==> src/rtl/dmem_port_arbiter.sv <==
// dmem_port_arbiter: shares the single data-memory port between the execute
// stage and a secondary DMA/debug requester. The pipeline wins by default.
// A starvation counter forces a one-cycle pipeline stall (FORCE) so that a
// blocked DMA request is eventually served.
module dmem_port_arbiter #(
  parameter int unsigned STARVE_LIMIT = 8,
  parameter int unsigned CNT_W        = 4
) (
  input  logic        clk,
  input  logic        rst_n,
  input  logic        clk_en,
  input  logic        pipe_re,
  input  logic [3:0]  pipe_we,
  input  logic [31:0] pipe_addr,
  input  logic [31:0] pipe_wdata,
  output logic        pipe_stall,
  input  logic        dma_req,
  input  logic [3:0]  dma_we,
  input  logic [31:0] dma_addr,
  input  logic [31:0] dma_wdata,
  output logic        dma_gnt,
  output logic        dma_rvalid,
  output logic [31:0] dma_rdata,
  output logic [31:0] mem_addr,
  output logic [31:0] mem_wdata,
  output logic [3:0]  mem_we,
  input  logic [31:0] mem_rdata
);

  typedef enum logic [0:0] {
    ST_IDLE  = 1'b0,
    ST_FORCE = 1'b1
  } state_e;

  localparam logic [CNT_W-1:0] LIMIT_M1 = CNT_W'(STARVE_LIMIT - 1);
  localparam logic [CNT_W-1:0] CNT_ONE  = CNT_W'(1);
  localparam logic [CNT_W-1:0] CNT_ZERO = CNT_W'(0);

  state_e             state_q;
  logic [CNT_W-1:0]   cnt_q;
  logic               dma_rvalid_q;

  logic               pipe_active_s;
  logic               gnt_raw_s;
  logic [3:0]         we_raw_s;

  assign pipe_active_s = pipe_re | (pipe_we != 4'h0);

  // Port ownership mux: who drives the dmem address/data/byte-enables this cycle.
  always_comb begin
    mem_addr  = pipe_addr;
    mem_wdata = pipe_wdata;
    we_raw_s  = 4'h0;
    gnt_raw_s = 1'b0;
    case (state_q)
      ST_IDLE: begin
        if (pipe_active_s) begin
          we_raw_s = pipe_we;
        end else if (dma_req) begin
          mem_addr  = dma_addr;
          mem_wdata = dma_wdata;
          we_raw_s  = dma_we;
          gnt_raw_s = 1'b1;
        end else begin
          we_raw_s = 4'h0;
        end
      end
      ST_FORCE: begin
        // Pipe writes are masked here; the stalled store is replayed next cycle.
        mem_addr  = dma_addr;
        mem_wdata = dma_wdata;
        if (dma_req) begin
          we_raw_s  = dma_we;
          gnt_raw_s = 1'b1;
        end else begin
          we_raw_s = 4'h0;
        end
      end
      default: begin
        we_raw_s  = 4'h0;
        gnt_raw_s = 1'b0;
      end
    endcase
  end

  // With the clock enable low nothing may commit: no grant, no write strobe.
  assign dma_gnt = gnt_raw_s & clk_en;
  assign mem_we  = clk_en ? we_raw_s : 4'h0;

  // Arbitration FSM, starvation counter and DMA read-valid flag.
  always_ff @(posedge clk or negedge rst_n) begin
    if (!rst_n) begin
      state_q      <= ST_IDLE;
      cnt_q        <= CNT_ZERO;
      dma_rvalid_q <= 1'b0;
    end else if (clk_en) begin
      dma_rvalid_q <= dma_gnt & (dma_we == 4'h0);
      case (state_q)
        ST_IDLE: begin
          if (dma_req & pipe_active_s) begin
            if (cnt_q == LIMIT_M1) begin
              state_q <= ST_FORCE;
              cnt_q   <= CNT_ZERO;
            end else begin
              cnt_q <= cnt_q + CNT_ONE;
            end
          end else if (dma_gnt) begin
            cnt_q <= CNT_ZERO;
          end else begin
            // A dropped request keeps the accumulated count.
            cnt_q <= cnt_q;
          end
        end
        ST_FORCE: begin
          state_q <= ST_IDLE;
          cnt_q   <= CNT_ZERO;
        end
        default: begin
          state_q <= ST_IDLE;
          cnt_q   <= CNT_ZERO;
        end
      endcase
    end else begin
      state_q      <= state_q;
      cnt_q        <= cnt_q;
      dma_rvalid_q <= dma_rvalid_q;
    end
  end

  assign pipe_stall = (state_q == ST_FORCE);
  assign dma_rvalid = dma_rvalid_q;
  assign dma_rdata  = dma_rvalid_q ? mem_rdata : 32'h0000_0000;

endmodule

==> config.mk <==
export PLATFORM = sky130hd
export DESIGN_NAME = dmem_port_arbiter
export DESIGN_NICKNAME = d
export VERILOG_FILES = /design/src/rtl/dmem_port_arbiter.sv
export SDC_FILE = /design/constraint.sdc
export NUM_CORES = 1
export LEC_CHECK = 0
export ABC_AREA = 0
export CAP_MARGIN = 40
export CORE_AREA = 2 2 108 110
export DETAILED_ROUTE_END_ITERATION = 16
export DIE_AREA = 0 0 110 112
export PLACE_DENSITY = 0.58
export SKIP_CTS_REPAIR_TIMING = 1
export SYNTH_ARGS = -nofsm -noshare
export SYNTH_HDL_FRONTEND = slang
export SYNTH_SLANG_ARGS = --single-unit
==> constraint.sdc <==
create_clock -name clk -period 1.75 [get_ports clk]
set_clock_uncertainty 0.05 [all_clocks]
set_input_delay 0.35 -clock clk [delete_from_list [all_inputs] [get_ports clk]]
set_output_delay 0.35 -clock clk [all_outputs]
set_load 0.01 [all_outputs]
==> impl_metrics.tcl <==
set metrics [dict create \
    nets 632 \
    grt_usage 0.143 \
    yosys_most_used_dff "dfrtp_1" \
    syn_inst 163 \
    synthDominantCellAreaShare 0.525 \
    critPathSlowestCell "mux2_4" \
    end_kind "primary output" \
    initial_core_util 0.154 \
    path_clk_slew_ns 0.04 \
    reg2reg_depth 5 \
    synth_seq_cells 6 \
    die_area_um2 12300 \
    final_area_um2 5070 \
    die_y_um 112 \
    numCtsBuffers 3 \
    grt_pass1_wl_um 13500 \
    synth_nets 337 \
    synth_area_leader_cell "mux2_4" \
    power.share.switching 0.298 \
    synth_edf_count 0 \
    drive_gt1_frac 0.379 \
    worstPathArrival_ns 1.76 \
    ys_top_cells_by_area "mux2_4, and2_1, dfrtp_1, buf_6, mux2_2" \
    drt_iter0_drc 59 \
    grt_pass1_vias 2369 \
    rsz0062_at_grt "yes" \
    std_cell_rows 39 \
    violations "setup timing" \
    viasPerCell 3.96 \
    place_congestion 0.864 \
    io_buffer_count 275 \
    h-tree-depth 1 \
    critPathTopFamily "buffers and inverters" \
    worst_path_most_repeated_cell "buf_12" \
    ios 276 \
    ir_worst_vdd_mv 0.394 \
    yosysMostFrequentCell "mux2_4" \
    synth_area_um2 1720 \
    cts_buffer_depth 2 \
    finalSetupViolCount 69 \
    critPathRequiredTime_ns 1.35 \
    grt_max_degree 35 \
    cts_num_sinks 6 \
    antenna_left 0 \
    crit_cells 8 \
    p_per_area_nw_per_um2 434 \
    yosysSeqAreaShare 0.0875 \
    fin_ws_ns -0.406 \
    r2r_start "pipe_stall" \
    leakage_uw 0.00296 \
    hold_viol 0 \
    routed-via-count 2370 \
    crit_buf_inv 5 \
    p_seq_frac 0.101 \
    cts_tree "done" \
    area_delta_synth_final_pct 196 \
    post-dp-hpwl_um 8420 \
    fmax_mhz 464 \
    fin_crit_ns 2.16 \
    startpoint_type "primary input" \
    n_antenna_cell 0 \
    drv_cap 0 \
    slew_headroom 0.681 \
    antenna_found_initial 0 \
    period_share 1.23 \
    p_int_uw 1550 \
    crit_fanout 13 \
    slowest_delay_ns 0.31 \
    place_area_um2 4690 \
    coreArea_um2 11200 \
    outcome "complete, but fails checks" \
    wl_per_cell_um 17.4 \
    synthArstFlopShare 1.00 \
    slew_viol_final 0 \
    cts-root-buf "clkbuf_16" \
    power_frac_clock 0.172 \
    clk_latency_ns 0.23 \
    ys.warnings.count 0 \
    die_x_um 110 \
    ys_types 29 \
    startpoint "dma_req" \
    cp_cell_sequence "dlymetal6s2s_1 > nor4b_4 > buf_4 > a21oi_4 > buf_12 > buf_12 > mux2_4 > clkbuf_2" \
    route.detailed.drc 0 \
    path_class "in2out" \
    drt_first_pass_iters 4 \
    worst_pin_slew_ns 0.473 \
    p_comb_frac 0.727 \
    hold_path.class "in2async" \
    synth_common_cells "mux2_4, and2_1, buf_6, nor2_1" \
    p_sw_uw 657 \
    tns_ns -24.30 \
    grt_overflow 0 \
    avgSynthCellArea_um2 10.5 \
    dp_slack_ns -1.07 \
    wl_um 10500 \
]
## sequential cells by signal (all words and copies together), names as in the netlist
name	flops
pipe_stall	1
dma_rvalid	1
cnt_q	4
## power groups by stage
stage	sequential, uW	clock [uW]	combinational, uW
floorplan	217	0	654
finish	223	380	1600
global placement	220	0	1470
detailed placement	225	0	1480
global route	234	390	1710
CTS	222	385	1490
## per-layer routing
layer,up-vias,track usage,wire (um)
met1,1090,0.161,3960
li1,1175,-,-
met3,6,0.0287,856
met4,0,0.0219,63
met2,99,0.276,5570
met5,-,0,0
## metrics by stage
step                hold WS (ns)  power [uW]  cells  utilization
detailed placement         0.473        1710    581        0.420
finish                     0.309        2200    599        0.454
floorplan                0.00441         872    163            -
global placement           0.449        1690    581        0.420
global route               0.331        2330    599        0.454
CTS                        0.324        2100    584        0.426
## path summary, 6_finish.rpt
| kind | end | slack (ns) |
|---|---|---|
| min reg2reg | cnt_q[0] | 0.48 |
| max | mem_addr[2] | -0.41 |
| min | cnt_q[0] | 0.31 |
| max reg2reg | cnt_q[1] | 0.36 |
| min in group clk | cnt_q[0] | 0.48 |
| max in group asynchronous | dma_rvalid | 1.10 |
## logic make-up (layout without fill, tap and decap cells)
family                     Yosys count  after routing  synth area share
muxes                               65             65             0.557
and+or+nand+nor                     56             56             0.199
AOI/OAI and AO/OA                   20             20            0.0853
buffers and inverters               15            308            0.0635
DFF                                  6              6            0.0875
adders and majority gates            1              1           0.00729
## placed cells by master (no fill, tap or decap), drive strengths merged
cell,instances
o22ai,1
nor2b,5
nor3b,1
mux2,64
inv,3
nor2,7
dlymetal6s2s,36
a32o,1
o21ai,6
a21boi,2
clkdlybuf4s50,168
nand3,2
a31oi,2
a41o,1
buf,67
clkbuf,34
nand2,4
a211o,1
o31ai,1
nor3,1
nand3b,3
nor4b,1
a22oi,1
and2,32
mux2i,1
a21oi,2
ha,1
dfrtp,6
a221oi,2
## area by class of cell
type / instances / area, um2
clock buffer: 3 / 75.1
fill: 1056 / 6100
inverter: 3 / 11.3
multi-input combinational: 142 / 1500
sequential: 6 / 151
tap: 143 / 179
timing repair buffer: 302 / 3160
(Power assumes the default switching activity.)
